**src/rtl/intraloop_sched.sv**
```systemverilog
// intraloop_sched: serialises the intrapred -> transformcoder -> reconstructor loop, one block in flight.
module intraloop_sched #(
    parameter int NUM_MB    = 99,
    parameter int LUMA_BLKS = 16,
    parameter int TIMEOUT   = 1023
) (
    input  logic        clk,
    input  logic        reset,
    input  logic        start,
    input  logic        fb_luma4x4,
    input  logic        fb_chromab8x8,
    input  logic        fb_chromar8x8,
    output logic        enable,
    output logic [1:0]  chan_sel,
    output logic [31:0] mbnumber_luma4x4,
    output logic [31:0] mbnumber_chromab8x8,
    output logic [31:0] mbnumber_chromar8x8,
    output logic        busy,
    output logic        frame_done,
    output logic        timeout_err,
    output logic [7:0]  err_count
);
    typedef enum logic [2:0] {IDLE, ISSUE, WAIT, ADV, DONE} state_t;
    localparam logic [3:0]  LAST_BLK = 4'(LUMA_BLKS - 1);
    localparam logic [15:0] LAST_MB  = 16'(NUM_MB - 1);
    // a block gets exactly TIMEOUT cycles in WAIT before it is skipped
    localparam logic [15:0] WD_LAST  = 16'(TIMEOUT - 1);
    state_t      state_q, state_d;
    logic [15:0] mb_q, mb_d, wd_q, wd_d;
    logic [3:0]  blk_q, blk_d;
    logic [1:0]  chan_q, chan_d;
    logic        err_q, err_d;
    logic [7:0]  cnt_q, cnt_d;
    logic        fb_hit;

    always_ff @(posedge clk) begin
        if (reset) begin
            state_q <= IDLE;
            mb_q    <= '0;
            wd_q    <= '0;
            blk_q   <= '0;
            chan_q  <= '0;
            err_q   <= 1'b0;
            cnt_q   <= '0;
        end else begin
            state_q <= state_d;
            mb_q    <= mb_d;
            wd_q    <= wd_d;
            blk_q   <= blk_d;
            chan_q  <= chan_d;
            err_q   <= err_d;
            cnt_q   <= cnt_d;
        end
    end

    always_comb begin
        state_d = state_q;
        mb_d    = mb_q;
        wd_d    = wd_q;
        blk_d   = blk_q;
        chan_d  = chan_q;
        err_d   = err_q;
        cnt_d   = cnt_q;
        fb_hit  = chan_q == 2'd0 ? fb_luma4x4 : chan_q == 2'd1 ? fb_chromab8x8 : fb_chromar8x8;
        case (state_q)
            IDLE: if (start) begin
                mb_d    = '0;
                blk_d   = '0;
                chan_d  = '0;
                err_d   = 1'b0;
                cnt_d   = '0;
                state_d = ISSUE;
            end
            ISSUE: begin
                wd_d    = '0;
                state_d = WAIT;
            end
            WAIT: if (fb_hit) state_d = ADV;
            else begin
                wd_d = wd_q + 16'd1;
                if (wd_q == WD_LAST) begin
                    err_d   = 1'b1;
                    cnt_d   = cnt_q + {7'b0, cnt_q != 8'hff};
                    state_d = ADV;
                end
            end
            ADV: begin
                state_d = ISSUE;
                if (chan_q == 2'd0) begin
                    blk_d  = blk_q == LAST_BLK ? 4'd0 : blk_q + 4'd1;
                    chan_d = blk_q == LAST_BLK ? 2'd1 : 2'd0;
                end else if (chan_q == 2'd1) chan_d = 2'd2;
                else if (mb_q == LAST_MB) state_d = DONE;
                else begin
                    mb_d   = mb_q + 16'd1;
                    chan_d = 2'd0;
                end
            end
            DONE: state_d = IDLE;
            default: state_d = IDLE;
        endcase
    end

    assign enable              = state_q == ISSUE;
    assign frame_done          = state_q == DONE;
    assign busy                = state_q inside {ISSUE, WAIT, ADV};
    assign chan_sel            = chan_q;
    assign mbnumber_luma4x4    = 32'(mb_q) * 32'(LUMA_BLKS) + 32'(blk_q);
    assign mbnumber_chromab8x8 = 32'(mb_q);
    assign mbnumber_chromar8x8 = 32'(mb_q);
    assign timeout_err         = err_q;
    assign err_count           = cnt_q;
endmodule

```
**config.mk**
```make
export PLATFORM = sky130hd
export DESIGN_NAME = intraloop_sched
export DESIGN_NICKNAME = d
export VERILOG_FILES = /design/src/rtl/intraloop_sched.sv
export SDC_FILE = /design/constraint.sdc
export NUM_CORES = 1
export LEC_CHECK = 0
export ABC_CLOCK_PERIOD_IN_PS = 2650
export CORE_UTILIZATION = 45
export DETAILED_ROUTE_END_ITERATION = 6
export HOLD_SLACK_MARGIN = 0.02
export PLACE_DENSITY = 0.87
export SYNTH_ARGS = -nofsm -noshare
export SYNTH_HDL_FRONTEND = slang
export SYNTH_SLANG_ARGS = --single-unit
```
**constraint.sdc**
```tcl
create_clock -name clk -period 2.65 [get_ports clk]
set_input_delay 0.265 -clock clk [delete_from_list [all_inputs] [get_ports clk]]
set_output_delay 0.265 -clock clk [all_outputs]
set_load 0.005 [all_outputs]
```
# Yosys cells after proc, flatten, opt, wreduce, memory -nomap -nowiden
# Index checks and enable logic that the tools add are counted.
dict set report op_classes {
  add_sub_neg 5
  eq_ne 18
  mux 34
  reduce_logical 12
}
# operator count
set op_table {}
lappend op_table {{two-way mux 16 bit} 5}
lappend op_table {{one-hot mux 16 bit (2 select lines)} 2}
lappend op_table {{adder 16 x 1 -> 16 bit (second input constant)} 2}
lappend op_table {{two-way mux 8 bit} 3}
lappend op_table {{adder 20 x 4 -> 21 bit} 1}
lappend op_table {{two-way mux 3 bit} 6}
lappend op_table {{== test 16 x 10 -> 1 bit (second input constant)} 1}
lappend op_table {{== test 16 x 7 -> 1 bit (second input constant)} 1}
lappend op_table {{one-hot mux 8 bit (2 select lines)} 1}
lappend op_table {{inequality test 2 bit (second input constant)} 7}
lappend op_table {{two-way mux 4 bit} 3}
lappend op_table {{one-hot mux 3 bit (4 select lines)} 1}
lappend op_table {{adder 8 x 1 -> 8 bit} 1}
lappend op_table {{two-way mux 2 bit} 4}
lappend op_table {{inequality test 8 bit (second input constant)} 1}
lappend op_table {{one-hot mux 4 bit (2 select lines)} 1}
lappend op_table {{== test 3 x 2 -> 1 bit (second input constant)} 2}
lappend op_table {{two-way mux 1 bit} 6}
lappend op_table {{AND reduction 3 bit} 2}
lappend op_table {{nonzero test 2 bit} 3}
lappend op_table {{AND reduction 5 bit} 1}
lappend op_table {{adder 4 x 1 -> 4 bit (second input constant)} 1}
lappend op_table {{== test 4 bit (second input constant)} 1}
lappend op_table {{inequality test 4 bit (second input constant)} 1}
lappend op_table {{other kinds (11)} 12}
dict set report totals {
  register_bits 50
  wordCells 76
}

# Longest topological paths before layout
dict set report depth {
  word_depth 5
  depth_mapped 8
  mapped_depth_nobuf 8
}

# Least setup slack after synthesis
# Ideal clock, no wire load.
dict set report synth_timing {
  path_kind {flip-flop to flip-flop}
  startpoint {reg wd_q[1]}
  endpoint {reg cnt_q[3] (netlist: err_count[3])}
  setup_time_ns 0.129
  arrival_time_ns 1.813
  required_time_ns 2.521
  setup_slack_ns 0.708
  stages_incl_launch_ff 7
  synth_period_minus_slack_ns 1.942
  cell_sequence {dfxtp_1 > ha_1 > or4b_4 > nor4_4 > a21bo_1 > o311ai_2 > o31ai_2}
}
dict set report synth_between {
  elab_chain_cells 3
}
# element line
set synth_rtl {}
lappend synth_rtl {{start, declared} 29} ;# logic [15:0] mb_q, mb_d, wd_q, wd_d;
lappend synth_rtl {{start signal, assigned} 48} ;# wd_q <= wd_d;
lappend synth_rtl {{== test 16 x 10 -> 1 bit} 81} ;# if (wd_q == WD_LAST) begin
lappend synth_rtl {{inequality test 2 bit (no source line)} --}
lappend synth_rtl {{AND reduction 4 bit (no source line)} --}
lappend synth_rtl {{end signal, assigned} 52} ;# cnt_q <= cnt_d;
lappend synth_rtl {{end, declared} 33} ;# logic [7:0] cnt_q, cnt_d;
# Every way passes these cells.
# A chain may end at the register's enable or synchronous reset.

# Worst setup path in the final report
dict set report layout_timing {
  startpoint {reg state_q[0]}
  endpoint {out enable}
}
dict set report layout_between {
  elab_chain_cells 1
}
# element line
set layout_rtl {}
lappend layout_rtl {{start, declared} 28} ;# state_t state_q, state_d;
lappend layout_rtl {{start signal, assigned} 46} ;# state_q <= state_d;
lappend layout_rtl {{== test 3 x 1 -> 1 bit} 104} ;# assign enable = state_q == ISSUE;
lappend layout_rtl {{end, declared} 13} ;# output logic enable,
# Every way passes these cells.

==> out/qor.txt <==
Syn Area/Cell = 8.43 um^2
GRT Total Usage = 0.182
Via count of the first global-routing pass = 2366
Setup bufs post-CTS = 0
Ys Warns = 0
Cell Chain, Critical Path = or3b_1 > clkinv_4 > clkdlybuf4s50_1
Int Pwr = 1.09 mW
Measured slew at the worst slew-check pin = 0.659 ns
Gr ovfl total = 0
CP Data Arrival Time = 2.10 ns
Most used DFF post-synth = dfxtp_1
Max-slew violation count = 0
Post-cts sizing count = 0
Area of the multi-input gates = 0.00174 mm^2
Non-Filler Instances = 520
PD cells = 417 mW/mm^2
Final period utilization = 0.894
Worst path required time = 2.38 ns
Final Hold Fails = 0
Cell variety after synth = 64
Clock Latency Late Sink = 0.31 ns
P_leak = 1.35 nW
Global placer's final weighted congestion = 0.895
Die X-Extent = 87.2 um
Mapped Area = 0.00326 mm^2
Initial antenna violation count = 0
Cell count of the worst hold path = 2
Min Tclk post-route = 2.37 ns
Layout cell share with drive strength beyond 1 = 0.0755
Worst-path clk slew = 0.09 ns
RSZ-0062 raised after global routing = no
Global-route wire length before repair = 11000 um
TNS Setup = 0 ns
Post-synthesis sequential area ratio = 0.307
Clock Skews = 0.00627 ns
Crit Path Category = reg2out
Final-layout fill cell count = 657
CTS max path bufs = 2
Slowest-stage cell, CP = or3b_1
Antenna Nets Post-Route = 0
Vias = 2657
Async SR Flop Fraction = 0
Worst setup margin = 0.280 ns
Port Buffer Count = 71
Hold WC Path Type = reg2reg
Switching power share of the total = 0.301
Nets = 436
Relative slew slack = 0.557
Post-CTS Hold Fix Bufs = 0
Synthesis-to-layout area growth = 14.3%
Max-cap violations = 0
Peak supply drop = 0.205 mV
Top delay family on crit path = buffers and inverters
Die area = 0.00760 mm^2
WL per Instance = 13.1 um
CTS root buffer = clkbuf_8
Design Power = 1.56 mW
Clock Sinks = 50
Place WS = 0.389 ns
Clk pwr share = 0.296
1st-iter DRT viols = 140
Yosys reg bits = 50
Maximum clock rate = 422 MHz
Core area = 0.00691 mm^2
Starting Density = 0.472
Synth Instances = 387
Post-DP HPWL = 5190 um
Cell Area, Placed = 0.00364 mm^2
Worst path max stage delay = 0.58 ns
Levels on crit path = 3
Std-Cell Rows = 30
Seq pwr share = 0.518
Post-synth EDFFs = 0
Largest net degree at the start of global routing = 17
Count of TritonRoute iterations in the first routing pass = 4
Combinational power share = 0.185
Die height = 87.2 um
Design Area, Final = 0.00373 mm^2
Antenna Diode Count = 0
Critical path buffers and inverters = 2
CP startpoint kind = flip-flop
FF+latch area = 0.00100 mm^2
Final setup viols = 0
Drt via density = 5.11
Max FO, Critical Path = 10
CTS tree = yes
CTS Buf Count = 5
Outcome = complete, no violations
I/O pins = 116
Cells after DPL = 512
Reg2Reg Depth = 6
H-tree depth = 2
CP endpoint kind = primary output
Final WL = 6810 um
Drc violations = 0
Switch Pwr = 0.469 mW
## registers in the layout, summed over array words and instances, names as in the netlist
name / flops
timeout_err: 1
chan_sel: 2
mb_q: 16
err_count: 8
wd_q: 16
state_q: 3
blk_q: 4
## cell usage in the layout, fill, tap and decap left out, drive strengths merged, types with 3 or more instances in the layout
cell | netlist | final
nor3 | 8 | 8
clkbuf | 4 | 7
dfxtp | 50 | 50
and2 | 3 | 3
xor2 | 15 | 15
nor2 | 46 | 46
ha | 7 | 7
buf | 84 | 3
a21oi | 15 | 15
o211ai | 5 | 5
a2111oi | 3 | 3
a211oi | 3 | 3
o31ai | 4 | 4
nor2b | 3 | 3
and4 | 3 | 3
or4 | 3 | 3
conb | 1 | 44
or2 | 4 | 4
nand2 | 28 | 28
o2111ai | 3 | 3
nor4 | 4 | 4
clkdlybuf4s50 | 0 | 71
nand3 | 17 | 17
nand4 | 10 | 10
o21ai | 11 | 11
inv | 8 | 8
xnor2 | 12 | 12
## power by group through the flow
| stage | registers [mW] | logic [mW] | clock network, mW |
|---|---|---|---|
| floorplan | 0.801 | 0.272 | 0 |
| global placement | 0.821 | 0.276 | 0 |
| detailed placement | 0.823 | 0.284 | 0 |
| CTS | 0.806 | 0.286 | 0.468 |
| global route | 0.811 | 0.320 | 0.502 |
| finish | 0.806 | 0.289 | 0.461 |
## routing by layer
| metal | up-vias | share of wire | GRT usage |
|---|---|---|---|
| met5 | - | 0 | 0 |
| met4 | 0 | 0.015 | 0.0641 |
| met3 | 10 | 0.054 | 0.0313 |
| met2 | 93 | 0.51 | 0.329 |
| met1 | 1264 | 0.42 | 0.216 |
| li1 | 1290 | - | - |
## final cells by class
class,count,share of cell area
inverters,9,0.0104
multi-input cells,283,0.468
clock buffers,7,0.0232
well taps,96,0.0322
clock inverters,1,0.00134
flip-flops and latches,50,0.268
repair buffers,74,0.197
## cells by family (layout without fill, tap and decap cells)
kind of cell | count (synthesis) | in the layout | synth area share
DFF | 50 | 50 | 0.307
adders and majority gates | 7 | 7 | 0.0268
other | 1 | 44 | 0.00115
xor gates and xnor gates | 27 | 27 | 0.0725
and+or+nand+nor | 143 | 143 | 0.235
buffers and inverters | 97 | 91 | 0.208
AOI/OAI and AO/OA | 60 | 60 | 0.143
muxes | 2 | 2 | 0.00614
## per-stage QoR
stage | util | hold WS [ns]
global placement | 0.527 | 0.447
CTS | 0.540 | 0.472
global route | 0.540 | 0.501
finish | 0.540 | 0.466
detailed placement | 0.527 | 0.460
floorplan | - | 0.439
## path summary, 6_finish.rpt
| kind | start | slack [ns] | to |
|---|---|---|---|
| hold reg to reg | timeout_err$_SDFFE_PP0P_ | 0.47 | timeout_err$_SDFFE_PP0P_ |
| setup reg to reg | wd_q[1]$_SDFFE_PP0P_ | 0.51 | err_count[2]$_SDFFE_PP0P_ |
| setup / recovery | state_q[0]$_SDFFE_PP0P_ | 0.28 | enable |
| hold / removal | timeout_err$_SDFFE_PP0P_ | 0.47 | timeout_err$_SDFFE_PP0P_ |
## cell usage after synthesis (3+ instances only)
master,n,area [um^2]
clkbuf_1,4,15.0
and4_1,3,26.3
o211ai_1,5,37.5
buf_4,77,578
nand3_1,17,85.1
a21oi_1,15,75.1
nand4_1,9,56.3
ha_1,7,87.6
a211oi_1,3,22.5
nor4_1,3,18.8
o21ai_0,8,40.0
dfxtp_1,50,1000
nand2_1,27,101
or4_1,3,22.5
nor2_1,43,161
inv_1,8,30.0
xnor2_1,12,105
nor2_2,3,18.8
nor2b_1,3,18.8
and2_1,3,18.8
nor3_1,8,40.0
or2_2,3,18.8
xor2_1,15,131
buf_2,5,25.0
## worst reg2reg max path: stages, from the launching register on
cell	delay (ns)
dfxtp_1	0.44
ha_1	0.19
or4b_4	0.47
nor4_4	0.32
nor3b_1	0.43
o21ai_0	0.16
nand2_1	0.09
Note: power is estimated with default switching activity, not from simulation.
